### config.mk
export PLATFORM = sky130hd
export DESIGN_NAME = mem_arbiter_2p
export DESIGN_NICKNAME = d
export VERILOG_FILES = /design/src/rtl/mem_arbiter_2p.sv
export SDC_FILE = /design/constraint.sdc
export NUM_CORES = 1
export LEC_CHECK = 0
export CAP_MARGIN = 20
export CORE_ASPECT_RATIO = 1.5
export CORE_MARGIN = 2
export CORE_UTILIZATION = 44
export CTS_BUF_LIST = sky130_fd_sc_hd__clkbuf_8
export DETAILED_ROUTE_END_ITERATION = 8
export GPL_ROUTABILITY_DRIVEN = 0
export PLACE_DENSITY = 0.85
export SLEW_MARGIN = 20
export SYNTH_ARGS = -nofsm -noshare
export SYNTH_HDL_FRONTEND = slang
export SYNTH_SLANG_ARGS = --single-unit
### constraint.sdc
create_clock -name CLK -period 4.24 [get_ports CLK]
set_input_delay 0.848 -clock CLK [delete_from_list [all_inputs] [get_ports CLK]]
set_output_delay 0.848 -clock CLK [all_outputs]
set_load 0.05 [all_outputs]
### src/rtl/mem_arbiter_2p.sv
// Two-port round-robin arbiter/sequencer in front of a single-port memory array.
// Latency: grant 1 cycle after request sample; read data 3 cycles after sample; timeout Rd_Timeout+1 after grant.
// Backpressure: a requester holds ReqX until GntX; one operation outstanding at a time, others wait in IDLE.
//
// Ports:
//   CLK, Rst            clock, async active-high reset
//   ReqX/WrX/AddrX/WdataX  command from requester x (0,1), held until GntX
//   GntX                one-cycle pulse while x's command is on the memory bus
//   RdataX/RvalidX/RerrX   read completion for x; RerrX=1 marks a timed-out read
//   Busy                high while not IDLE
//   Mem_*               single-port memory bus (Wr_En, Rd_En, Address, Data_in, Data_out, Valid_out)
module mem_arbiter_2p #(
    parameter int Data_Width    = 32,
    parameter int Address_Width = 5,
    parameter int Rd_Timeout    = 4
) (
    input  logic                     CLK,
    input  logic                     Rst,
    input  logic                     Req0,
    input  logic                     Wr0,
    input  logic [Address_Width-1:0] Addr0,
    input  logic [Data_Width-1:0]    Wdata0,
    input  logic                     Req1,
    input  logic                     Wr1,
    input  logic [Address_Width-1:0] Addr1,
    input  logic [Data_Width-1:0]    Wdata1,
    output logic                     Gnt0,
    output logic                     Gnt1,
    output logic [Data_Width-1:0]    Rdata0,
    output logic [Data_Width-1:0]    Rdata1,
    output logic                     Rvalid0,
    output logic                     Rvalid1,
    output logic                     Rerr0,
    output logic                     Rerr1,
    output logic                     Busy,
    output logic                     Mem_Wr_En,
    output logic                     Mem_Rd_En,
    output logic [Address_Width-1:0] Mem_Addr,
    output logic [Data_Width-1:0]    Mem_Data_in,
    input  logic [Data_Width-1:0]    Mem_Data_out,
    input  logic                     Mem_Valid_out
);

    localparam int CW = (Rd_Timeout > 2) ? $clog2(Rd_Timeout) : 1;

    typedef enum logic [1:0] {
        IDLE  = 2'd0,
        ISSUE = 2'd1,
        WAIT  = 2'd2
    } state_t;

    state_t          r_state;
    logic            r_last;    // port served most recently
    logic            r_owner;   // port owning the operation in flight
    logic            r_wr;      // operation in flight is a write
    logic [CW-1:0]   r_cnt;     // cycles spent in WAIT

    logic            w_any;
    logic            w_pick1;

    assign w_any   = Req0 | Req1;
    // On a tie, the port not served last wins; otherwise the lone requester wins.
    assign w_pick1 = Req1 & (~Req0 | ~r_last);

    always_ff @(posedge CLK or posedge Rst) begin
        if (Rst) begin
            r_state     <= IDLE;
            r_last      <= 1'b1;
            r_owner     <= 1'b0;
            r_wr        <= 1'b0;
            r_cnt       <= '0;
            Gnt0        <= 1'b0;
            Gnt1        <= 1'b0;
            Rdata0      <= '0;
            Rdata1      <= '0;
            Rvalid0     <= 1'b0;
            Rvalid1     <= 1'b0;
            Rerr0       <= 1'b0;
            Rerr1       <= 1'b0;
            Busy        <= 1'b0;
            Mem_Wr_En   <= 1'b0;
            Mem_Rd_En   <= 1'b0;
            Mem_Addr    <= '0;
            Mem_Data_in <= '0;
        end else begin
            // Pulse outputs default low every cycle.
            Gnt0      <= 1'b0;
            Gnt1      <= 1'b0;
            Rvalid0   <= 1'b0;
            Rvalid1   <= 1'b0;
            Rerr0     <= 1'b0;
            Rerr1     <= 1'b0;
            Mem_Wr_En <= 1'b0;
            Mem_Rd_En <= 1'b0;

            case (r_state)
                IDLE: begin
                    if (w_any) begin
                        // Latching straight into the memory-bus registers makes
                        // them valid for exactly the ISSUE cycle.
                        r_owner     <= w_pick1;
                        r_last      <= w_pick1;
                        r_wr        <= w_pick1 ? Wr1 : Wr0;
                        Mem_Addr    <= w_pick1 ? Addr1 : Addr0;
                        Mem_Data_in <= w_pick1 ? Wdata1 : Wdata0;
                        Mem_Wr_En   <= w_pick1 ? Wr1 : Wr0;
                        Mem_Rd_En   <= w_pick1 ? ~Wr1 : ~Wr0;
                        Gnt0        <= ~w_pick1;
                        Gnt1        <= w_pick1;
                        Busy        <= 1'b1;
                        r_state     <= ISSUE;
                    end
                end

                ISSUE: begin
                    r_cnt <= '0;
                    if (r_wr) begin
                        Busy    <= 1'b0;
                        r_state <= IDLE;
                    end else begin
                        r_state <= WAIT;
                    end
                end

                WAIT: begin
                    if (Mem_Valid_out) begin
                        if (r_owner) begin
                            Rdata1  <= Mem_Data_out;
                            Rvalid1 <= 1'b1;
                        end else begin
                            Rdata0  <= Mem_Data_out;
                            Rvalid0 <= 1'b1;
                        end
                        Busy    <= 1'b0;
                        r_state <= IDLE;
                    end else if (r_cnt == CW'(Rd_Timeout - 1)) begin
                        // Memory never answered: complete with error and zero data.
                        if (r_owner) begin
                            Rdata1  <= '0;
                            Rvalid1 <= 1'b1;
                            Rerr1   <= 1'b1;
                        end else begin
                            Rdata0  <= '0;
                            Rvalid0 <= 1'b1;
                            Rerr0   <= 1'b1;
                        end
                        Busy    <= 1'b0;
                        r_state <= IDLE;
                    end else begin
                        r_cnt <= r_cnt + 1'b1;
                    end
                end

                default: begin
                    Busy    <= 1'b0;
                    r_state <= IDLE;
                end
            endcase
        end
    end

endmodule

== Word level (Yosys, flattened, before mapping) ==
Cells that the tools add are included.
Storage, ports and cells
  word-level logic and storage cells: 90
  latch bits: 0
  memory bits (writable): 0
  register bits: 117
  memories: 0
  memory bits (read-only): 0
Operators by class
  muxes and demuxes: 45
  reduce and logical (&&, ||, !) cells: 9
  div/mod/pow operators: 0
  equality and inequality tests: 8
  shift-type cells: 0
  multiply operators: 0
  add/subtract/negate cells: 1
  bitwise logic cells: 9
  magnitude comparators: 0
Operators by type and width (count)
  $mux W32: 9
  $mux W1: 26
  $mux W2: 6
  $reduce_and A3 Y1: 4
  $ne A2 B2 Y1 const B: 4
  $not A1 Y1: 6
  $pmux W2 S3: 1
  $mux W5: 1
  $eq A2 B2 Y1 const B: 2
  $pmux W2 S2: 1
  $reduce_and A2 Y1: 2
  $reduce_bool A2 Y1: 2
  $ne A3 B3 Y1 const B: 1
  $pmux W1 S3: 1
  $add A2 B1 Y2 const B: 1
  $eq A2 B1 Y1 const B: 1
  $logic_not A2 Y1: 1
  $or A1 B1 Y1: 2
  $and A1 B1 Y1: 1

== Longest topological paths before layout ==
Gate-level depths: netlist of run 1.
  depth after elaboration: 6
  gate-level depth with buffers: 6

== Worst setup path after synthesis of run 1 ==
No wires, ideal clock.
  path type: input port to flip-flop
  start point: input Mem_Valid_out
  end point: register Rdata0[0]
  data arrival time: 1818 ps
  required time: 4115 ps
  path slack: 2297 ps
  buffers on the path: 2
  stages on the path: 4
  path through: clkbuf_1 o21ai_2 buf_6 mux2_4
On the way
  longest elaborated chain between the ends: 2
  elaborated cells on any way between the ends: 3
  classes of those cells: mux: 1; reduce/logical: 2
Ends and longest elaborated chain
  start, declared: line 41  | input logic Mem_Valid_out
  $reduce_bool A2 Y1 (no line)
  $reduce_and A3 Y1 (no line)
  end signal, assigned: line 131  | Rdata0 <= Mem_Data_out;
  end, declared: line 29  | output logic [Data_Width-1:0] Rdata0,
Parallel ways exist; a longest one is shown, timed or not.
A chain may end at the register's enable or synchronous reset.

== Worst setup path after layout of run 1 ==
  start point: input Mem_Valid_out
  end point: register Rdata1[6]
On the way
  longest elaborated chain between the ends: 2
  elaborated cells on any way between the ends: 3
  classes of those cells: mux: 1; reduce/logical: 2
Ends and longest elaborated chain
  $reduce_bool A2 Y1 (no line)
  $reduce_and A3 Y1 (no line)
  end signal, assigned: line 128  | Rdata1 <= Mem_Data_out;
  end, declared: line 30  | output logic [Data_Width-1:0] Rdata1,
Parallel ways exist; a longest one is shown, timed or not.

==> results of run 1 <==
## power groups by stage
| stage | logic (uW) | registers, uW | clock network, uW |
|---|---|---|---|
| 3_5_place_dp | 3850 | 1980 | 0 |
| 2_1_floorplan | 930 | 3570 | 0 |
| 3_3_place_gp | 3770 | 1960 | 0 |
| 4_1_cts | 3860 | 1970 | 1220 |
| 5_1_grt | 4000 | 2030 | 1260 |
| 6_report | 3830 | 1970 | 1190 |
## through the flow
stage,instances,util (%)
finish,812,69.04
CTS,812,69.04
detailed placement,780,64.96
floorplan,433,-
global placement,780,64.96
global route,812,69.04
## per-layer routing
layer	vias to the layer above	share of wire, %	routed length, um
met1	2043	39	5308
met3	21	7.7	1052
met2	188	52	7055
li1	1935	-	-
met4	0	1.6	222
met5	-	0	0
## worst paths after layout
check	startpoint	endpoint	slack, ns	depth (start not counted)
min reg2reg	Rdata0[5]$_DFFE_PP0P_	Rdata0[5]$_DFFE_PP0P_	0.49	1
max reg2reg	r_cnt[0]$_DFFE_PP0P_	Rdata1[6]$_DFFE_PP0P_	2.06	4
max in group asynchronous	Rst	Rdata1[0]$_DFFE_PP0P_	2.55	3
min in group asynchronous	Rst	Mem_Addr[4]$_DFFE_PP0P_	0.93	2
max	Mem_Valid_out	Rdata1[6]$_DFFE_PP0P_	1.66	4
min	Rdata0[5]$_DFFE_PP0P_	Rdata0[5]$_DFFE_PP0P_	0.49	1
## sequential cells by signal, summed over array words and instances, names as in the netlist, 2 cells and up
signal and flops:
Mem_Addr 5, Mem_Data_in 32, Rdata0 32, Rdata1 32, r_cnt 2, r_state 2
## synthesized netlist by cell type (2+ instances only)
library cell	count	share of area [%]
a21oi_1	41	4.0
a31oi_1	39	4.8
and2_1	32	3.9
buf_1	2	0.15
buf_2	12	1.2
buf_4	4	0.59
buf_6	4	0.88
clkbuf_1	10	0.74
dfrtp_1	116	57
inv_1	3	0.22
mux2_2	34	7.5
mux2_4	28	8.2
mux2i_1	2	0.39
nand2_1	77	5.7
nor2_1	4	0.29
nor2_2	2	0.25
nor2b_1	2	0.25
nor3_1	3	0.29
o21ai_0	2	0.20
o2bb2ai_1	2	0.34
## worst max-delay path, cell delays in order
cell             delay (ns)
clkdlybuf4s50_1        0.69
nor2_1                 0.19
nor2_4                 0.74
mux2_2                 0.42
## area by class of cell
cell class / instances / share of cell area (%)
clock buffers: 19 / 3.320
clock inverters: 13 / 2.589
inverters: 3 / 0.1747
multi-input cells: 281 / 25.32
flip-flops and latches: 117 / 37.18
well taps: 150 / 2.382
repair buffers: 229 / 29.03
## kinds of logic after synthesis
logic type / after synthesis / synth area share, %
buffers and inverters: 35 / 3.755
DFF: 117 / 57.45
AOI/OAI and AO/OA: 91 / 10.53
adders and majority gates: 1 / 0.2454
and+or+nand+nor: 125 / 11.88
muxes: 64 / 16.15
## cell usage in the layout (no fill, tap or decap), types with 2 or more instances in the layout
cell type and n:
dfrtp_1 116, nor2_1 4, clkbuf_8 19, bufinv_16 5, mux2i_1 2, mux2_2 34
o21ai_0 2, nor3_1 3, clkdlybuf4s50_1 222, mux2_4 28, a31oi_1 39, buf_4 6
clkinvlp_4 3, nand2_1 77, a21oi_1 41, o2bb2ai_1 2, nor2b_1 2, inv_1 3
clkinv_2 2, and2_1 32
==> impl_metrics.toml, run 1 <==
[run_status]
outcome = "complete, no violations"

[synthesis]
ys_types = 34
ys_warn_count = 0
syn_inst = 433
async_reset_ff_share_pct = 100.0
syn_area_um2 = 5099
synth_nets = 547
synth_edf_count = 0
ys_seq_elements = 117
synth_ff_type = "dfrtp_1"
syn_area_per_cell_um2 = 11.78
ys_seq_area_share_pct = 57.45

[route]
drc = 0
antenna_left = 0
drt_wl_total_mm = 13.64
wire_per_inst_um = 16.80
initialDrtViolationCount = 135
vias = 4187
firstDrtPassIters = 4
vias_per_cell = 5.156

[global_route]
grt-ovfl-total = 0
grtUsageTotal_pct = 22.59
antenna_found_initial = 0
grt_pass1_wl_mm = 22.02
met1_usage_pct = 27.05
met2_usage_pct = 38.56
grt_pass1_vias = 4377
use_met3_pct = 6.929
grt_busiest_layer = "met2"
grt_max_degree = 65

[sta]
tightest_slew_ns = 0.9012
fin_ws_ns = 1.658
slew_headroom_pct = 39.78
tns_ns = 0
fin_skew_ns = 0.007573
post-route-period-util_pct = 60.90
finalSetupViolCount = 0
rsz0062_at_grt = "no"
holdWs_ns = 0.4925
clock.fmax_mhz = 387.3
hold_violations = 0
slew_viol_final = 0
fin_crit_ns = 2.582

[final_layout]
antenna_cells = 0
nFillCells = 844
seq_area_um2 = 2929
area_delta_synth_final_pct = 54.50
drive_gt1_share_pct = 16.62
post-route-cell-area_um2 = 7878
nets = 763
multi_input_area_um2 = 1994

[power_and_ir_drop]
vdd_drop_max_uv = 415.0
p_sw_uw = 3234
power.internal_uw = 3749
pwr-share-comb_pct = 54.8
p_seq_share_pct = 28.1
p_per_area_nw_per_um2 = 886.5
p_total_uw = 6983
swShare_pct = 46.32
power.leakage_uw = 0.003500
clkPwrFrac_pct = 17.0

[critical_path]
crit_required_ns = 4.55
crit_fanout = 32
crit_arrival_ns = 2.89
crit_path_start_kind = "input port"
worstSetupPathType = "input port to flop"
endpoint_kind = "flop"

[floorplan]
io_pins = 223
initial_core_util_pct = 44.68
die_area_um2 = 12480
fp.dieH_um = 135.8
core-area_um2 = 11410
dieWidth_um = 91.90
rows = 48

[cts]
path_clk_slew_ns = 0.07
cts.sinks = 117
post_cts_buffers = 0
clk_path_buf_depth = 2
hold_buffers = 0
cts_tree = "done"
clkLatencyLatePin_ns = 0.42
numCtsBuffers = 17
cts_resized = 0
cts-htree-levels = 4
cts_root_buf = "clkbuf_8"

[flow_run]
cap_violations = 0

[placement]
post-dp-hpwl_mm = 9.769
pre_cts_slack_ns = 1.222
portBuffers = 222
placed_area_um2 = 7412

[worst_hold_path]
hp-class = "flop to flop"
No activity file was read; power rests on OpenSTA's default activity.
==> run 2, diff against run 1 <==
- clock period: 4.24 -> 2.5 ns (I/O delays scaled with it)
==> run 2 against run 1 <==
  * Hold slack gained 0.015 ns
  * Total power up 67%
  * Sequential power increased by 70%
  * Largest cell class unchanged
  * Largest power group unchanged
  * Register-to-register slack worse by 1.3 ns
  * Cell area is essentially flat
  * Via count down 0.93%
  * Worst setup slack worse by 1.3 ns
  * Flip-flop and latch count did not move
  * First-iteration DRC count increased by 3.7%
  * Global-route usage fell by 0.49 points
==> impl_metrics.toml, run 2 (synthesis results as in run 1) <==
[floorplan]
dieWidth_um = 91.90
io_pins = 223
die_area_um2 = 12480
rows = 48
core-area_um2 = 11410
fp.dieH_um = 135.8
initial_core_util_pct = 44.68

[cts]
cts.sinks = 117
clk_path_buf_depth = 2
cts-htree-levels = 4
numCtsBuffers = 17
cts_resized = 0
path_clk_slew_ns = 0.07
post_cts_buffers = 0
cts_tree = "done"
cts_root_buf = "clkbuf_8"
hold_buffers = 0
clkLatencyLatePin_ns = 0.42

[placement]
post-dp-hpwl_mm = 10.03
placed_area_um2 = 7468
portBuffers = 222

[sta]
fin_skew_ns = 0.01067
hold_violations = 0
post-route-period-util_pct = 86.30
clock.fmax_mhz = 463.5
fin_crit_ns = 2.157
tightest_slew_ns = 0.5653
tns_ns = 0
slew_headroom_pct = 62.20
slew_viol_final = 0
finalSetupViolCount = 0
rsz0062_at_grt = "no"

[final_layout]
area_delta_synth_final_pct = 54.65
drive_gt1_share_pct = 16.99
most-common-layout-cells = "clkdlybuf4s50_1, dfrtp_1, nand2_1, a21oi_1, a31oi_1"
largest_registers = "Mem_Data_in (32), Rdata0 (32), Rdata1 (32)"
antenna_cells = 0
layout_commonest_cell = "clkdlybuf4s50_1"
post-route-cell-area_um2 = 7885
nets = 766

[flow_run]
cap_violations = 0

[power_and_ir_drop]
p_per_area_nw_per_um2 = 1478
vdd_drop_max_uv = 744.1
power.leakage_uw = 0.003496

[route]
vias_per_cell = 5.090
drc = 0
drt_wl_total_mm = 13.58
antenna_left = 0
wire_per_inst_um = 16.66
firstDrtPassIters = 5
initialDrtViolationCount = 140
vias = 4148

[critical_path]
endpoint_kind = "primary output"
worstSetupPathType = "flop to primary output"
cp_cell_sequence = "clkdlybuf4s50_1"
r2r-end = "Rdata0[7]$_DFFE_PP0P_"
crit_family = "buffers and inverters"
reg2reg_depth = 4
r2r_start = "r_state[1]$_DFFE_PP0P_"
reg2reg_slack_ns = 0.73
cpPeakStageDelay_ns = 0.84
crit_fanout = 2
crit_arrival_ns = 1.66
worst-path-stages = 1
cpMaxStageDelayCell = "clkdlybuf4s50_1"
crit_required_ns = 2.00
critPathBufInv = 1
crit_path_start_kind = "flop"

[global_route]
grt_pass1_wl_mm = 21.64
grt_max_degree = 79
antenna_found_initial = 0
grt-ovfl-total = 0
grt_pass1_vias = 4359
grtUsageTotal_pct = 22.10

[worst_hold_path]
hp-class = "input port to async pin"

[run_status]
outcome = "complete, no violations"
[run 2: cell types whose count changed in the layout (fill, tap and decap cells not counted)]
cell | previous run | this run
buf_12 | 1 | 4
bufinv_16 | 5 | 3
clkinv_2 | 2 | 3
clkinv_4 | 1 | 0
clkinvlp_4 | 3 | 6
inv_4 | 1 | 0
nor2_2 | 1 | 2
nor2_4 | 1 | 0
[run 2: layout make-up]
type	instances	area, um2
repair buffers	232	2347
inverters	3	15.01
flip-flops and latches	117	2929
fillers	827	3526
clock inverters	13	155.1
well taps	150	187.7
clock buffers	19	261.5
multi-input cells	281	1989
[run 2: power breakdown]
part,internal [uW],total (uW),switching [uW]
sequential,2760,3350,582
clock,1030,1800,763
combinational,2370,6510,4140
[run 2: worst max-delay path by stage]
stage | from | to | slack [ns]
3_5_place_dp | Mem_Valid_out | Rdata1[18]$_DFFE_PP0P_ | 0.24
3_3_place_gp | Mem_Valid_out | Rdata1[11]$_DFFE_PP0P_ | 0.31
2_1_floorplan | Rst | Busy$_DFFE_PP0P_ | 0.57
4_1_cts | Mem_Data_in[28]$_DFFE_PP0P_ | Mem_Data_in[28] | 0.32
5_1_grt | Mem_Data_in[28]$_DFFE_PP0P_ | Mem_Data_in[28] | 0.30
6_report | Mem_Data_in[23]$_DFFE_PP0P_ | Mem_Data_in[23] | 0.34
[run 2: metal layers]
metal | GRT usage (%) | vias up | part of all wire (%)
met5 | 0 | - | 0
met3 | 6.818 | 17 | 8.2
met2 | 37.62 | 207 | 50
met1 | 26.47 | 1989 | 40
met4 | 7.960 | 0 | 1.5
li1 | - | 1935 | -
[run 2: metrics by stage]
stage | setup WS, ns | std cells | util, % | hold WS [ns] | total power [uW]
finish | 0.3426 | 815 | 69.10 | 0.5072 | 11650
global route | 0.2969 | 815 | 69.10 | 0.5235 | 12160
CTS | 0.3174 | 815 | 69.10 | 0.4969 | 11750
detailed placement | 0.2412 | 783 | 65.45 | 0.4953 | 9918
global placement | 0.3100 | 783 | 65.45 | 0.4888 | 9728
floorplan | 0.5734 | 433 | - | 0.4739 | 7631
